File: src/rtl/die_roll_ctrl.sv
// die_roll_ctrl: roll button front end for the six-sided die.
// Debounces the button, tumbles while held, settles, locks a face.
module die_roll_ctrl #(
    parameter int DEBOUNCE_CYCLES = 1000,
    parameter int TUMBLE_DIV      = 50000,
    parameter int SETTLE_STEPS    = 4
) (
    input  logic       clk,
    input  logic       rst,
    input  logic       roll_btn,
    output logic [7:0] value,
    output logic       rolling,
    output logic       done,
    output logic [7:0] rolls
);

    localparam int DBW  = (DEBOUNCE_CYCLES > 1) ? $clog2(DEBOUNCE_CYCLES) : 1;
    localparam int DIVW = (TUMBLE_DIV > 1) ? $clog2(TUMBLE_DIV) : 1;
    localparam int STW  = (SETTLE_STEPS > 1) ? $clog2(SETTLE_STEPS) : 1;

    localparam logic [DBW-1:0]  DB_LAST   = DBW'(DEBOUNCE_CYCLES - 1);
    localparam logic [DIVW-1:0] DIV_LAST  = DIVW'(TUMBLE_DIV - 1);
    localparam logic [STW-1:0]  STEP_LAST = STW'(SETTLE_STEPS - 1);

    typedef enum logic [1:0] {
        IDLE   = 2'd0,
        ROLL   = 2'd1,
        SETTLE = 2'd2
    } state_t;

    logic            sync1;
    logic            btn_sync;
    logic            btn_stable;
    logic            btn_prev;
    logic [DBW-1:0]  db_cnt;
    logic [2:0]      face_ctr;
    logic [DIVW-1:0] div_q, div_d;
    logic [STW-1:0]  step_q, step_d;
    state_t          state_q, state_d;
    logic [2:0]      value_q, value_d;
    logic [7:0]      rolls_q, rolls_d;
    logic            done_q, done_d;
    logic            rolling_q;
    logic            rise, fall, tick;

    assign rise = btn_stable & ~btn_prev;
    assign fall = ~btn_stable & btn_prev;
    assign tick = (div_q == DIV_LAST);

    assign value   = {5'b00000, value_q};
    assign rolling = rolling_q;
    assign done    = done_q;
    assign rolls   = rolls_q;

    // Two-flop synchroniser, debounce counter and edge-detect history.
    always_ff @(posedge clk) begin
        if (rst) begin
            sync1      <= 1'b0;
            btn_sync   <= 1'b0;
            btn_stable <= 1'b0;
            btn_prev   <= 1'b0;
            db_cnt     <= '0;
        end else begin
            sync1    <= roll_btn;
            btn_sync <= sync1;
            btn_prev <= btn_stable;
            if (btn_sync == btn_stable) begin
                db_cnt <= '0;
            end else if (db_cnt == DB_LAST) begin
                btn_stable <= btn_sync;
                db_cnt     <= '0;
            end else begin
                db_cnt <= db_cnt + 1'b1;
            end
        end
    end

    // Free-running face counter; its phase at a tick is the "random" face.
    always_ff @(posedge clk) begin
        if (rst) begin
            face_ctr <= 3'd1;
        end else if (face_ctr == 3'd6) begin
            face_ctr <= 3'd1;
        end else begin
            face_ctr <= face_ctr + 3'd1;
        end
    end

    // Next-state logic: tumble divider, settle steps, face latch, roll count.
    always_comb begin
        state_d = state_q;
        div_d   = div_q;
        step_d  = step_q;
        value_d = value_q;
        rolls_d = rolls_q;
        done_d  = 1'b0;
        if (state_q != IDLE) begin
            div_d = tick ? '0 : div_q + 1'b1;
        end
        unique case (state_q)
            IDLE: begin
                if (rise) begin
                    state_d = ROLL;
                    div_d   = '0;
                end
            end
            ROLL: begin
                if (tick) begin
                    value_d = face_ctr;
                end
                if (fall) begin
                    state_d = SETTLE;
                    step_d  = '0;
                end
            end
            SETTLE: begin
                // A re-press restarts the tumble and takes priority over the final tick.
                if (rise) begin
                    state_d = ROLL;
                    div_d   = '0;
                end else if (tick) begin
                    value_d = face_ctr;
                    if (step_q == STEP_LAST) begin
                        done_d  = 1'b1;
                        rolls_d = rolls_q + 8'd1;
                        state_d = IDLE;
                    end else begin
                        step_d = step_q + 1'b1;
                    end
                end
            end
            default: begin
                state_d = IDLE;
            end
        endcase
    end

    // State and registered outputs; rolling tracks the state being entered.
    always_ff @(posedge clk) begin
        if (rst) begin
            state_q   <= IDLE;
            div_q     <= '0;
            step_q    <= '0;
            value_q   <= 3'd0;
            rolls_q   <= 8'd0;
            done_q    <= 1'b0;
            rolling_q <= 1'b0;
        end else begin
            state_q   <= state_d;
            div_q     <= div_d;
            step_q    <= step_d;
            value_q   <= value_d;
            rolls_q   <= rolls_d;
            done_q    <= done_d;
            rolling_q <= (state_d != IDLE);
        end
    end

endmodule

File: config.mk
export PLATFORM = sky130hd
export DESIGN_NAME = die_roll_ctrl
export DESIGN_NICKNAME = d
export VERILOG_FILES = /design/src/rtl/die_roll_ctrl.sv
export SDC_FILE = /design/constraint.sdc
export NUM_CORES = 1
export LEC_CHECK = 0
export CELL_PAD_IN_SITES_DETAIL_PLACEMENT = 1
export CELL_PAD_IN_SITES_GLOBAL_PLACEMENT = 1
export CORE_MARGIN = 5
export CORE_UTILIZATION = 47
export DETAILED_ROUTE_END_ITERATION = 6
export PLACE_DENSITY = 0.85
export SKIP_CTS_REPAIR_TIMING = 1
export SYNTH_ARGS = -nofsm -noshare
export SYNTH_HDL_FRONTEND = slang
export SYNTH_SLANG_ARGS = --single-unit
File: constraint.sdc
create_clock -name clk -period 5.4 [get_ports clk]
set_clock_uncertainty 0.05 [all_clocks]
set_input_delay 1.08 -clock clk [delete_from_list [all_inputs] [get_ports clk]]
set_output_delay 1.08 -clock clk [all_outputs]
set_load 0.02 [all_outputs]
# After elaboration in Yosys (flattened, before gate mapping)
# Cells that the tools add are included.
dict set report word_totals {
  register_bits 50
  wordCells 68
  out_inout_bits 18
  in_bits 3
}
dict set report classes {
  reduce_logical 12
  addsub 5
  muxes 19
  bitwise 8
  eq_ne 11
}
# operator n
set ops {}
lappend ops {{$mux W16} 4}
lappend ops {{$mux W2} 9}
lappend ops {{$add A16 B1 Y16 const B} 1}
lappend ops {{$eq A16 B16 Y1 const B} 1}
lappend ops {{$add A10 B1 Y10 const B} 1}
lappend ops {{$eq A10 B10 Y1 const B} 1}
lappend ops {{$add A8 B1 Y8 const B} 1}
lappend ops {{$ne A2 B2 Y1 const B} 4}
lappend ops {{$mux W3} 2}
lappend ops {{$not A1 Y1} 6}
lappend ops {{$pmux W2 S3} 1}
lappend ops {{$pmux W3 S2} 1}
lappend ops {{$reduce_bool A2 Y1} 3}
lappend ops {{$reduce_and A5 Y1} 1}
lappend ops {{$eq A2 B2 Y1 const B} 2}
lappend ops {{$pmux W2 S2} 1}
lappend ops {{$reduce_and A2 Y1} 2}
lappend ops {{$reduce_and A4 Y1} 1}
lappend ops {{$reduce_or A2 Y1} 2}
lappend ops {{$reduce_or A4 Y1} 1}
lappend ops {{$add A3 B1 Y3 const B} 1}
lappend ops {{$eq A3 B3 Y1 const B} 1}
lappend ops {{$reduce_or A3 Y1} 1}
lappend ops {{$add A2 B1 Y2 const B} 1}
lappend ops {{other kinds (5)} 6}

# Longest topological paths before layout
dict set report logic_depth {
  word_depth 6
  mapped_depth 6
  ltp_nobuf 5
}

# Worst setup path before layout
# No wires, ideal clock.
dict set report synth_timing {
  path_type {input to register}
  from {input port rst}
  to {register btn_stable}
  setup_ps 128
  setup_slack_ps 3526
  t_required_ps 5222
  path_buffers 2
  stages 3
  arrival_ps 1696
  path_cell_list {clkbuf_1 > buf_1 > nor2_1}
}
# element line_no
set synth_lines {}
lappend synth_lines {{from (decl)} 9} ;# input logic rst,
lappend synth_lines {{to (signal assigned)} 70} ;# btn_stable <= btn_sync;
lappend synth_lines {{to (decl)} 33} ;# logic btn_stable;
# No word-level cell between the ends.

==> run metrics <==
status=complete, no violations; clk slew on worst S/H paths=0.10 ns; required time at the worst-slack endpoint=5.49 ns; starting density of the core=49.0%; relative slew slack=26.1%; slew at the pin with the worst max-slew slack=1.10 ns; number of cell rows=25; switching part of the total=21.8%; total standard cell area after synthesis=2350 sq um; number of DRC violations after detailed-routing iteration 0=86; sequential cell fraction of total power=56.5%; Num CTS Buffers=5; most common cell after layout, fill and taps aside=dfxtp_1; count of synthesis-stage warnings from yosys=0; H-tree depth=2; Critical Path Slowest Stage Cell=clkdlybuf4s50_1; sequential cell area=1000 sq um; total buffers and inverters traversed by the critical path=1; peak supply drop=0.000196 V; final routed wirelength across all metal layers=4.97 mm; flops & latches, synth=50; pin count of the biggest net entering global routing=31; instance count of the mapped netlist=266; via count normalized by instance count=5.46; worst slack on hold paths=0.382 ns; flip-flop cell with the highest count after synthesis=dfxtp_1; total power divided by cell area=251 nW/um^2; leakage power total=0.862 nW; TritonCTS clock tree=built; post-layout total power=663 uW; floorplan core area=4790 sq um; worst hold path type=flop to flop; final clock period utilization by the worst path=55.8%; antenna violations before repair=0; Die Wd=80.7 um; commonest cells after routing, fill and taps aside=dfxtp_1, nor2_1, nand2_1; Port-buffer cells=15; final net count=287; height of the chip=80.7 um; worst path cell trace=clkdlybuf4s50_1 -> a21oi_1 -> o21ai_1 -> nor2_1; area occupied by multi-input gates=1260 sq um; maximum buffer depth of the clock tree=2; Total Neg Setup Slack=0 ns; total congestion overflow after global routing=0; total half-perimeter wirelength after legalization and detailed placement=3.54 mm; WS Path Type=input pin to flop; highest cell delay on the worst timing path=1.10 ns; final estimated routing congestion in global placement=0.770; Filler cells=577; proportion of synthesized chip area in sequential cells=42.6%; Routed WL per cell=14.4 um; endpoint type of the worst setup path=flop; Antenna Diode Count=0; Internal Dissipation=519 uW; clk_lat worst skew=0.31 ns; fraction of registers with async set/reset=0%; net switching power of the design=144 uW; endpoint arrival time on the critical path=3.10 ns; Fmax achieved=332 MHz; # DRC=0; post-synth cell types=44; maximum fanout along the worst path=30; MaxCap Viol Count=0; unrepaired setup endpoints after global routing=no; Overall Global Routing Usage=17.1%; layout cells sized above 1=5.02%; dominant delay contributor by cell family on the critical path=buffers and inverters; Die Outline Area=6510 sq um; Logic pwr share=2.8%; total setup violations reported at the end of the flow=0; clock sink total=50; number of endpoints with negative hold slack in the final report=0; Post-DRT Antenna Nets=0; clock network power share=40.7%; Post-synth EDFFs=0; vias post-DR=1,889; count of final max-slew check failures=0; startpoint kind of the worst setup timing path=input pin; post-synthesis average cell area=8.82 sq um; area overhead of the layout relative to synthesis=12.4%; # IOs=21; vias in the first global route=1,939; Detailed Routing Iterations Pass 1=4; buffer type at the clock tree root=clkbuf_8; wire length of the first global-routing pass=8.81 mm; final worst path period need=3.01 ns
[synthesized netlist by cell type, types with 2 or more instances]
master	n	area, sq um
inv_1	8	30.0
buf_2	2	10.0
o211ai_1	2	15.0
nor2b_1	6	37.5
o21ai_0	8	40.0
or3_1	3	18.8
xnor2_1	14	123
nor4bb_1	2	20.0
and3_1	3	18.8
nand4_1	8	50.1
clkbuf_1	6	22.5
dfxtp_1	50	1000
and4bb_2	2	25.0
mux2i_1	5	50.1
buf_4	5	37.5
nand2_1	16	60.1
o41ai_1	2	17.5
nor4_1	4	25.0
a21oi_1	13	65.1
nand3_1	10	50.1
xor2_1	8	70.1
nand2b_1	10	62.6
ha_1	6	75.1
nor2_1	35	131
and4_1	3	26.3
nor3_1	6	30.0
o31ai_1	6	45.0
or4_1	7	52.6
[power by group through the flow]
stage | combinational (mW) | clock, mW | sequential (mW)
floorplan | 0.0175 | 0 | 0.383
global placement | 0.0178 | 0 | 0.383
detailed placement | 0.0188 | 0 | 0.383
CTS | 0.0188 | 0.279 | 0.375
global route | 0.0212 | 0.296 | 0.375
finish | 0.0183 | 0.270 | 0.375
[per-layer routing]
layer | part of all wire (%) | global-route usage (%)
met5 | 0 | 0
met4 | 1.1 | 5.57
met3 | 2.2 | 3.25
met2 | 50 | 29.6
met1 | 47 | 21.2
[sequential cells by signal, summed over array words and instances, names as in the netlist]
| register | flops |
|---|---|
| btn_stable | 1 |
| rolling | 1 |
| face_ctr | 3 |
| done | 1 |
| db_cnt | 10 |
| btn_prev | 1 |
| rolls | 8 |
| value_q | 3 |
| div_q | 16 |
| state_q | 2 |
| sync1 | 1 |
| step_q | 2 |
| btn_sync | 1 |
[cell type report]
cell class,count,share of cell area (%)
Clock buffer,5,2.61
Timing Repair Buffer,15,5.69
Sequential cell,50,37.9
Clock inverter,3,1.80
Inverter,8,1.14
Multi-Input combinational cell,198,47.7
Tap cell,67,3.18
[per-stage QoR]
step           worst slack [ns]  utilization [%]  instance area (sq um)  cells
5_1_grt                    2.14             55.1                   2640    346
2_1_floorplan              3.53                -                   2360    270
3_3_place_gp               2.15             52.7                   2520    338
3_5_place_dp               2.02             52.7                   2520    338
6_report                   2.39             55.1                   2640    346
4_1_cts                    2.35             55.1                   2640    346
[kinds of logic after synthesis]
logic type | share of synthesized area (%)
compound gates | 10.1
xor+xnor | 8.21
fa+ha+maj | 3.20
buf+inv | 4.42
flops | 42.6
mux | 2.13
other cells | 0.160
simple gates | 29.1
[path summary, 6_finish.rpt]
| path | startpoint | endpoint | slack [ns] | cells past startpoint |
|---|---|---|---|---|
| min reg2reg | face_ctr[0]$_SDFF_PP1_ | face_ctr[0]$_SDFF_PP1_ | 0.38 | 1 |
| max reg2reg | div_q[0]$_SDFF_PP0_ | div_q[12]$_SDFF_PP0_ | 2.94 | 5 |
| min | face_ctr[0]$_SDFF_PP1_ | face_ctr[0]$_SDFF_PP1_ | 0.38 | 1 |
| max | rst | div_q[12]$_SDFF_PP0_ | 2.39 | 4 |
Power figures use the tool's default switching activity.
